**src/rtl/input_fetch.sv**
```systemverilog
// Burst reader: fetches `length` words from a 1-cycle-latency memory, streams them through a
// 2-entry FIFO with valid/ready handshake, and accumulates an unsigned sum of transferred words.
module input_fetch #(
    parameter int unsigned DATA_W = 32,
    parameter int unsigned ADDR_W = 6
) (
    input  logic                     clk,
    input  logic                     rst,
    input  logic                     start,
    input  logic [ADDR_W-1:0]        base_addr,
    input  logic [ADDR_W:0]          length,
    output logic                     mem_en,
    output logic [ADDR_W-1:0]        mem_addr,
    input  logic [DATA_W-1:0]        mem_data,
    output logic [DATA_W-1:0]        out_data,
    output logic                     out_valid,
    input  logic                     out_ready,
    output logic                     out_last,
    output logic [DATA_W+ADDR_W-1:0] sum,
    output logic                     busy,
    output logic                     done
);

    typedef enum logic [1:0] {StIdle, StFetch, StDrain, StDone} state_e;

    state_e                     state_q;
    logic [ADDR_W-1:0]          addr_q;
    logic [ADDR_W:0]            len_q;
    logic [ADDR_W:0]            issued_q;
    logic                       infl_q;
    logic                       infl_last_q;
    logic [1:0]                 cnt_q;
    logic [DATA_W-1:0]          head_q;
    logic [DATA_W-1:0]          tail_q;
    logic                       head_last_q;
    logic                       tail_last_q;
    logic [DATA_W+ADDR_W-1:0]   sum_q;
    logic                       busy_q;
    logic                       done_q;

    logic       pop;
    logic       push;
    logic       issue;
    logic       issue_last;
    logic [2:0] occ;

    // The word leaving this cycle frees its slot, so it is credited before deciding to issue;
    // this keeps one word per cycle while never exceeding two buffered-or-pending words.
    always_comb begin
        pop        = (cnt_q != 2'd0) && out_ready;
        push       = infl_q;
        occ        = {1'b0, cnt_q} + {2'b00, infl_q} - {2'b00, pop};
        issue      = (state_q == StFetch) && (occ < 3'd2);
        issue_last = (issued_q + 1'b1) == len_q;
    end

    assign mem_en    = issue;
    assign mem_addr  = (state_q == StFetch) ? addr_q : '0;
    assign out_data  = head_q;
    assign out_valid = (cnt_q != 2'd0);
    assign out_last  = out_valid && head_last_q;
    assign sum       = sum_q;
    assign busy      = busy_q;
    assign done      = done_q;

    always_ff @(posedge clk or negedge rst) begin
        if (!rst) begin
            state_q  <= StIdle;
            addr_q   <= '0;
            len_q    <= '0;
            issued_q <= '0;
            busy_q   <= 1'b0;
            done_q   <= 1'b0;
        end else begin
            unique case (state_q)
                StIdle: begin
                    done_q <= 1'b0;
                    if (start) begin
                        addr_q   <= base_addr;
                        len_q    <= length;
                        issued_q <= '0;
                        if (length == '0) begin
                            state_q <= StDone;
                            done_q  <= 1'b1;
                        end else begin
                            state_q <= StFetch;
                            busy_q  <= 1'b1;
                        end
                    end
                end
                StFetch: begin
                    if (issue) begin
                        addr_q   <= addr_q + 1'b1;
                        issued_q <= issued_q + 1'b1;
                        if (issue_last) begin
                            state_q <= StDrain;
                        end
                    end
                end
                StDrain: begin
                    if (!infl_q && ((cnt_q == 2'd0) || ((cnt_q == 2'd1) && pop))) begin
                        state_q <= StDone;
                        busy_q  <= 1'b0;
                        done_q  <= 1'b1;
                    end
                end
                StDone: begin
                    state_q <= StIdle;
                    done_q  <= 1'b0;
                end
                default: begin
                    state_q <= StIdle;
                    busy_q  <= 1'b0;
                    done_q  <= 1'b0;
                end
            endcase
        end
    end

    // Read-return tracking, 2-entry FIFO and running sum.
    always_ff @(posedge clk or negedge rst) begin
        if (!rst) begin
            infl_q      <= 1'b0;
            infl_last_q <= 1'b0;
            cnt_q       <= 2'd0;
            head_q      <= '0;
            tail_q      <= '0;
            head_last_q <= 1'b0;
            tail_last_q <= 1'b0;
            sum_q       <= '0;
        end else begin
            infl_q      <= issue;
            infl_last_q <= issue && issue_last;
            case (cnt_q)
                2'd0: begin
                    if (push) begin
                        head_q      <= mem_data;
                        head_last_q <= infl_last_q;
                        cnt_q       <= 2'd1;
                    end
                end
                2'd1: begin
                    if (push && pop) begin
                        head_q      <= mem_data;
                        head_last_q <= infl_last_q;
                    end else if (push) begin
                        tail_q      <= mem_data;
                        tail_last_q <= infl_last_q;
                        cnt_q       <= 2'd2;
                    end else if (pop) begin
                        cnt_q <= 2'd0;
                    end
                end
                2'd2: begin
                    if (pop) begin
                        head_q      <= tail_q;
                        head_last_q <= tail_last_q;
                        if (push) begin
                            tail_q      <= mem_data;
                            tail_last_q <= infl_last_q;
                        end else begin
                            cnt_q <= 2'd1;
                        end
                    end
                end
                default: cnt_q <= 2'd0;
            endcase
            if ((state_q == StIdle) && start) begin
                sum_q <= '0;
            end else if (pop) begin
                sum_q <= sum_q + {{ADDR_W{1'b0}}, head_q};
            end
        end
    end

endmodule

```
**config.mk**
```make
export PLATFORM = sky130hd
export DESIGN_NAME = input_fetch
export DESIGN_NICKNAME = d
export VERILOG_FILES = /design/src/rtl/input_fetch.sv
export SDC_FILE = /design/constraint.sdc
export NUM_CORES = 1
export LEC_CHECK = 0
export ABC_AREA = 0
export BUFFER_PORTS_ARGS = -buffer_cell sky130_fd_sc_hd__buf_2
export CORE_MARGIN = 2
export CORE_UTILIZATION = 52
export DETAILED_ROUTE_END_ITERATION = 7
export PLACE_DENSITY = 0.85
export SLEW_MARGIN = 5
export SYNTH_ARGS = -nofsm -noshare
export SYNTH_HDL_FRONTEND = slang
export SYNTH_SLANG_ARGS = --single-unit
export TNS_END_PERCENT = 1
```
**constraint.sdc**
```tcl
create_clock -name clk -period 3.4 [get_ports clk]
set_input_delay 0.68 -clock clk [delete_from_list [all_inputs] [get_ports clk]]
set_output_delay 0.68 -clock clk [all_outputs]
set_load 0.005 [all_outputs]
```
==> flow_metrics.tcl, run 1 <==
set metrics [dict create \
    path_class "register to output port" \
    die_h_um 126 \
    wl_per_cell_um 16.6 \
    netlist_top_cells_area "dfrtp_1 (43%), ha_1 (6.3%), a21oi_1 (6.0%)" \
    status "finished clean" \
    clk_latency_ns 0.43 \
    cts_buffer_depth 2 \
    synthAdderAreaFrac_pct 6.83 \
    yosysTopAreaCell "dfrtp_1" \
    fmaxAchievable_ghz 0.309 \
    synth_top_family_by_area "compound AO/OA/AOI/OAI gates" \
    cts_root_buf "clkbuf_16" \
    drt_first_pass_iters 5 \
    synth_xor_area_share_pct 4.19 \
    viasPerCell 5.79 \
    hold_path_class "input port to asynchronous set/reset pin" \
    core_um2 14500 \
    wirelength_mm 18.9 \
    synth-simple-area-share_pct 15.9 \
    antenna_found_initial 0 \
    portBuffers 129 \
    stdcell_count 1138 \
    fin_nets 1031 \
    grt_pass1_wl_mm 30.8 \
    area_growth_pct 20.0 \
    cts_tree "yes" \
    dieArea_um2 15900 \
    maxSlewHeadroom_pct 47.4 \
    vias 6592 \
    htreeDepth 4 \
    finalSetupViolCount 0 \
    grt_max_degree 67 \
    synthMuxAreaShare_pct 10.1 \
    place_hpwl_mm 12.9 \
    synth_edf_count 0 \
    synth_ff_type "dfrtp_1" \
    numCtsBuffers 17 \
    ir_worst_vdd_uv 644 \
    ys_warn_count 0 \
    synth_area_um2 7730 \
    synth_compound_area_share_pct 17.2 \
    num_io_pins 130 \
    avgSynthCellArea_um2 9.42 \
    placed_cells 1105 \
    crit_fanout 4 \
    drive_gt1_share_pct 24.1 \
    drt_iter0_markers 505 \
    hold_viol 0 \
    endpoint_kind "output port" \
    die_w_um 126 \
    synth_seq_area_share_pct 42.7 \
    finClkSkew_ns 0.0122 \
    ant_nets 0 \
    drv_cap 0 \
    drc 0 \
    syn_nets 910 \
    synth_cells 820 \
    critical_path_required_ns 2.72 \
    synth_top_cell_area_share_pct 42.7 \
    gp_congestion 0.915 \
    crit_path_start_kind "register" \
    worst_pin_slew_ns 0.782 \
    synth_common_cells "dfrtp_1 (132), nand2_1 (100), a21oi_1 (92)" \
    cts.clk_slew.worst_paths_ns 0.06 \
    async_reset_ff_share_pct 100 \
    power_density_nw_per_um2 1130 \
    ys_ff_latch 132 \
    synth_cell_type_count 60 \
    tns_ns 0 \
    finalCritPeriodShare_pct 95.3 \
    fill_cells 1150 \
    n_antenna_cell 0 \
    rows 44 \
    synth_most_common_cell "dfrtp_1" \
    post-route-min-period_ns 3.24 \
    cts_sinks 132 \
    initial_core_util_pct 53.2 \
    leakage_nw 4.41 \
    grt_pass1_vias 6339 \
    worstPathArrival_ns 2.56 \
    rsz0062_at_grt "false" \
    slew_viol_final 0 \
    track_usage_pct 24.2 \
    grt-ovfl-total 0 \
]
==> power breakdown <==
part / switching, mW / total, mW / internal [mW]
Sequential: 0.539 / 2.80 / 2.26
Combinational: 3.20 / 5.63 / 2.43
Clock: 0.708 / 2.03 / 1.32
==> sequential cells by signal, indices dropped and copies added, names as in the netlist <==
signal / count
addr_q: 6
busy: 1
cnt_q: 2
done: 1
head_last_q: 1
infl_last_q: 1
infl_q: 1
issued_q: 7
len_q: 7
out_data: 32
state_q: 2
sum: 38
tail_last_q: 1
tail_q: 32
==> cell usage in the layout (no fill, tap or decap), drive strengths merged, types with 4 or more instances in the layout <==
master and count:
a211oi 12, a21o 16, a21oi 92, a31oi 4
and2 10, and3 12, buf 144, bufinv 5
clkbuf 19, clkinv 7, dfrtp 132, ha 39
inv 16, mux2 33, mux2i 41, nand2 100
nand2b 8, nand3 27, nand4 12, nor2 66
nor2b 6, nor3 14, o211ai 7, o21a 4
o21ai 40, o21bai 5, o22a 5, o31ai 8
or2 5, xnor2 25, xor2 12
==> worst paths after layout <==
path	depth (start not counted)	slack, ns	to	start
worst min register to register	1	0.50	tail_last_q	infl_last_q
worst min-delay path	1	0.25	tail_q[29]	rst
max in group asynchronous	2	2.39	len_q[6]	rst
worst max register to register	13	0.41	addr_q[3]	cnt_q[0]
min in group clk	3	0.45	len_q[4]	length[4]
worst max-delay path	10	0.16	mem_en	cnt_q[0]
==> cell families (layout without fill, tap and decap cells) <==
logic type	after synthesis	after routing
flip-flops	132	132
multiplexers	74	74
buffers and inverters	59	193
AND/OR/NAND/NOR	267	267
XOR/XNOR	37	37
adder cells (fa/ha/maj)	41	41
AO/OA/AOI/OAI	210	210
==> what timing repair did <==
action	CTS	global route
endpoints found under the hold margin	0	0
buffers inserted	1	0
gates resized for setup	1	4
hold buffers	0	0
endpoints found under the setup margin	1	1
pin swaps	0	3
==> per-stage QoR <==
step | total power, mW | instance area, µm² | worst slack (ns) | hold WS [ns] | util [%]
3_3_place_gp | 8.07 | 8590 | 0.359 | 0.480 | 59.1
5_1_grt | 11.2 | 9280 | 0.0319 | 0.296 | 63.8
4_1_cts | 10.4 | 9260 | 0.0296 | 0.264 | 63.7
3_5_place_dp | 8.25 | 8590 | 0.329 | 0.487 | 59.1
2_1_floorplan | 6.79 | 7740 | 0.0151 | 0.384 | -
6_report | 10.5 | 9280 | 0.159 | 0.254 | 63.8
==> metal layers <==
| metal | wire length [µm] | up-vias | part of all wire, % | global-route usage, % |
|---|---|---|---|---|
| li1 | - | 3183 | - | - |
| met1 | 8390 | 3180 | 44 | 30.9 |
| met2 | 9100 | 195 | 48 | 40.2 |
| met3 | 1080 | 34 | 5.7 | 6.29 |
| met4 | 373 | 0 | 2.0 | 8.34 |
| met5 | 0 | - | 0 | 0 |
==> area by class of cell <==
cell class / instances / area, µm² / area share, %
Multi-Input combinational cell: 629 / 4250 / 45.8
Sequential cell: 132 / 3300 / 35.6
Timing Repair Buffer: 144 / 777 / 8.38
Clock buffer: 19 / 443 / 4.78
Tap cell: 184 / 230 / 2.48
Clock inverter: 13 / 206 / 2.23
Inverter: 17 / 65.1 / 0.701
==> worst max-delay path, stage by stage (launching register included) <==
cell and delay, ns:
dfrtp_1 0.38, or2_4 0.26, nand2_1 0.09, inv_1 0.06, ha_1 0.26, nand2b_4 0.15
fa_2 0.39, xnor2_2 0.22, nand3_2 0.12, clkinv_2 0.09, buf_2 0.11
(Power assumes the default switching activity.)
==> run 2, diff against run 1 <==
--- a/config.mk
+++ b/config.mk
@@ -10,6 +10,7 @@
 export CORE_MARGIN = 2
 export CORE_UTILIZATION = 52
 export DETAILED_ROUTE_END_ITERATION = 7
+export MAX_ROUTING_LAYER = met4
 export PLACE_DENSITY = 0.85
 export SLEW_MARGIN = 5
 export SYNTH_ARGS = -nofsm -noshare
==> run 2 against run 1 <==
Against the previous run:
- via count down 1.1%
- clock-buffer cell count up 1
- sequential cell count unchanged
- sequential share of layout area down 0.14 points
- clock power about the same
- utilization up 0.26 points
- setup slack better by 0.024 ns
- combinational power down 0.7%
- maximum frequency up 0.73%
- largest power group unchanged
==> flow_metrics.tcl, run 2 (same netlist as run 1, synthesis figures left out) <==
set metrics [dict create \
    fmaxAchievable_ghz 0.311 \
    leakage_nw 4.43 \
    cts_root_buf "clkbuf_16" \
    switchingPower_mw 4.35 \
    drt_iter0_markers 419 \
    fin_nets 1034 \
    die_h_um 126 \
    crit_fanout 5 \
    finalSetupViolCount 0 \
    wl_per_cell_um 16.1 \
    critical_path_required_ns 2.72 \
    grt_max_degree 72 \
    finalCritPeriodShare_pct 94.6 \
    area_growth_pct 20.5 \
    drive_gt1_share_pct 24.3 \
    final_common_cell "dfrtp_1" \
    grt_pass1_wl_mm 30.0 \
    cts_sinks 132 \
    largest_reg_flops 38 \
    rsz0062_at_grt "false" \
    p_total_mw 10.4 \
    tns_ns 0 \
    dpl_cell_area_um2 8590 \
    power_density_nw_per_um2 1120 \
    hold_viol 0 \
    design_area_um2 9310 \
    slew_viol_final 0 \
    hold_path_class "input port to asynchronous set/reset pin" \
    cts_tree "yes" \
    p_clk_share_pct 19.6 \
    endpoint_kind "output port" \
    ir_worst_vdd_uv 643 \
    htreeDepth 4 \
    drt_first_pass_iters 5 \
    path_class "register to output port" \
    worst_pin_slew_ns 0.769 \
    status "finished clean" \
    initial_core_util_pct 53.2 \
    drv_cap 0 \
    gp_congestion 0.891 \
    viasPerCell 5.71 \
    grt-ovfl-total 0 \
    cts.clk_slew.worst_paths_ns 0.06 \
    final_cell_mix "dfrtp_1 (132), buf_2 (128), nand2_1 (100), a21oi_1 (92), nor2_1 (65)" \
    maxSlewHeadroom_pct 48.3 \
    cts_buffer_depth 2 \
    antenna_found_initial 1 \
    vias 6519 \
    crit_path_top_delay_cell "fa_2" \
    wirelength_mm 18.4 \
    grt_pass1_vias 6146 \
    switching_share_pct 41.7 \
    numCtsBuffers 17 \
    die_w_um 126 \
    path_cells "or2_4, nand2_1, inv_1, ha_1, nand2b_1, fa_2, xnor2_2, nand3_2, inv_4, buf_2" \
    dieArea_um2 15900 \
    ant_nets 0 \
    finClkSkew_ns 0.00660 \
    clk_latency_ns 0.42 \
    setup_ws_ns 0.183 \
    seq_power_share_pct 26.7 \
    dp_slack_ns 0.365 \
    slowest_delay_ns 0.39 \
    internal-power_mw 6.08 \
    core_um2 14500 \
    place_hpwl_mm 13.0 \
    combPwrFrac_pct 53.6 \
    portBuffers 129 \
    num_io_pins 130 \
    drc 0 \
    post-route-min-period_ns 3.22 \
    rows 44 \
    crit_path_start_kind "register" \
    worstPathArrival_ns 2.54 \
    final_util_pct 64.1 \
    track_usage_pct 24.3 \
]
-- run 2: cell types whose count changed in the layout (fill, tap and decap cells not counted), sizes merged --
cell	previous run	this run
buf	144	147
clkbuf	19	20
clkinv	7	5
diode	0	1
inv	16	17
-- run 2: power by group through the flow --
stage	sequential (mW)	clock, mW	combinational [mW]
floorplan	2.72	0	4.07
global placement	2.77	0	5.31
detailed placement	2.80	0	5.45
CTS	2.79	2.08	5.52
global route	2.88	2.16	6.22
finish	2.79	2.05	5.59
-- run 2: metal layers --
metal | global-route usage (%) | vias to the layer above | wire length [µm] | part of all wire, %
met5 | - | - | 0 | 0
li1 | - | 3189 | - | -
met1 | 29.8 | 3146 | 8370 | 46
met4 | 8.08 | 0 | 328 | 1.8
met2 | 39.9 | 162 | 8840 | 48
met3 | 5.40 | 22 | 857 | 4.7
-- run 2: area by class of cell --
class,count,area [µm²]
clock buffer,20,467
sequential,132,3300
multi-input combinational,629,4240
timing repair buffer,147,800
antenna,1,2.50
tap,184,230
inverter,17,66.3
fill,1212,5220
clock inverter,12,201
-- run 2: final timing paths --
kind | startpoint | endpoint | slack [ns] | cells past startpoint
worst max register to register | out_data[1] | sum[29] | 0.53 | 9
worst min register to register | len_q[0] | len_q[0] | 0.50 | 2
worst min-delay path | rst | tail_q[28] | 0.25 | 1
min in group clk | length[3] | len_q[3] | 0.46 | 3
max in group asynchronous | rst | sum[7] | 2.39 | 2
worst max-delay path | cnt_q[0] | mem_en | 0.18 | 10
-- run 2: what timing repair did --
action | CTS | global route
buffers inserted | 0 | 4
hold buffers | 0 | 0
endpoints found under the setup margin | 0 | 1
gates resized for setup | 0 | 5
-- run 2: worst max-delay path, delay by kind of cell, from the launching register on --
kind | cells | cell delay [ns]
buf+inv | 3 | 0.26
simple gates | 4 | 0.64
flops | 1 | 0.37
xor+xnor | 1 | 0.20
fa+ha+maj | 2 | 0.64
-- run 2: through the flow --
step | instances | hold slack, ns
after floorplan | 820 | 0.384
after global placement | 1105 | 0.479
after detailed placement | 1105 | 0.485
after CTS | 1137 | 0.276
after global routing | 1142 | 0.300
final | 1142 | 0.255
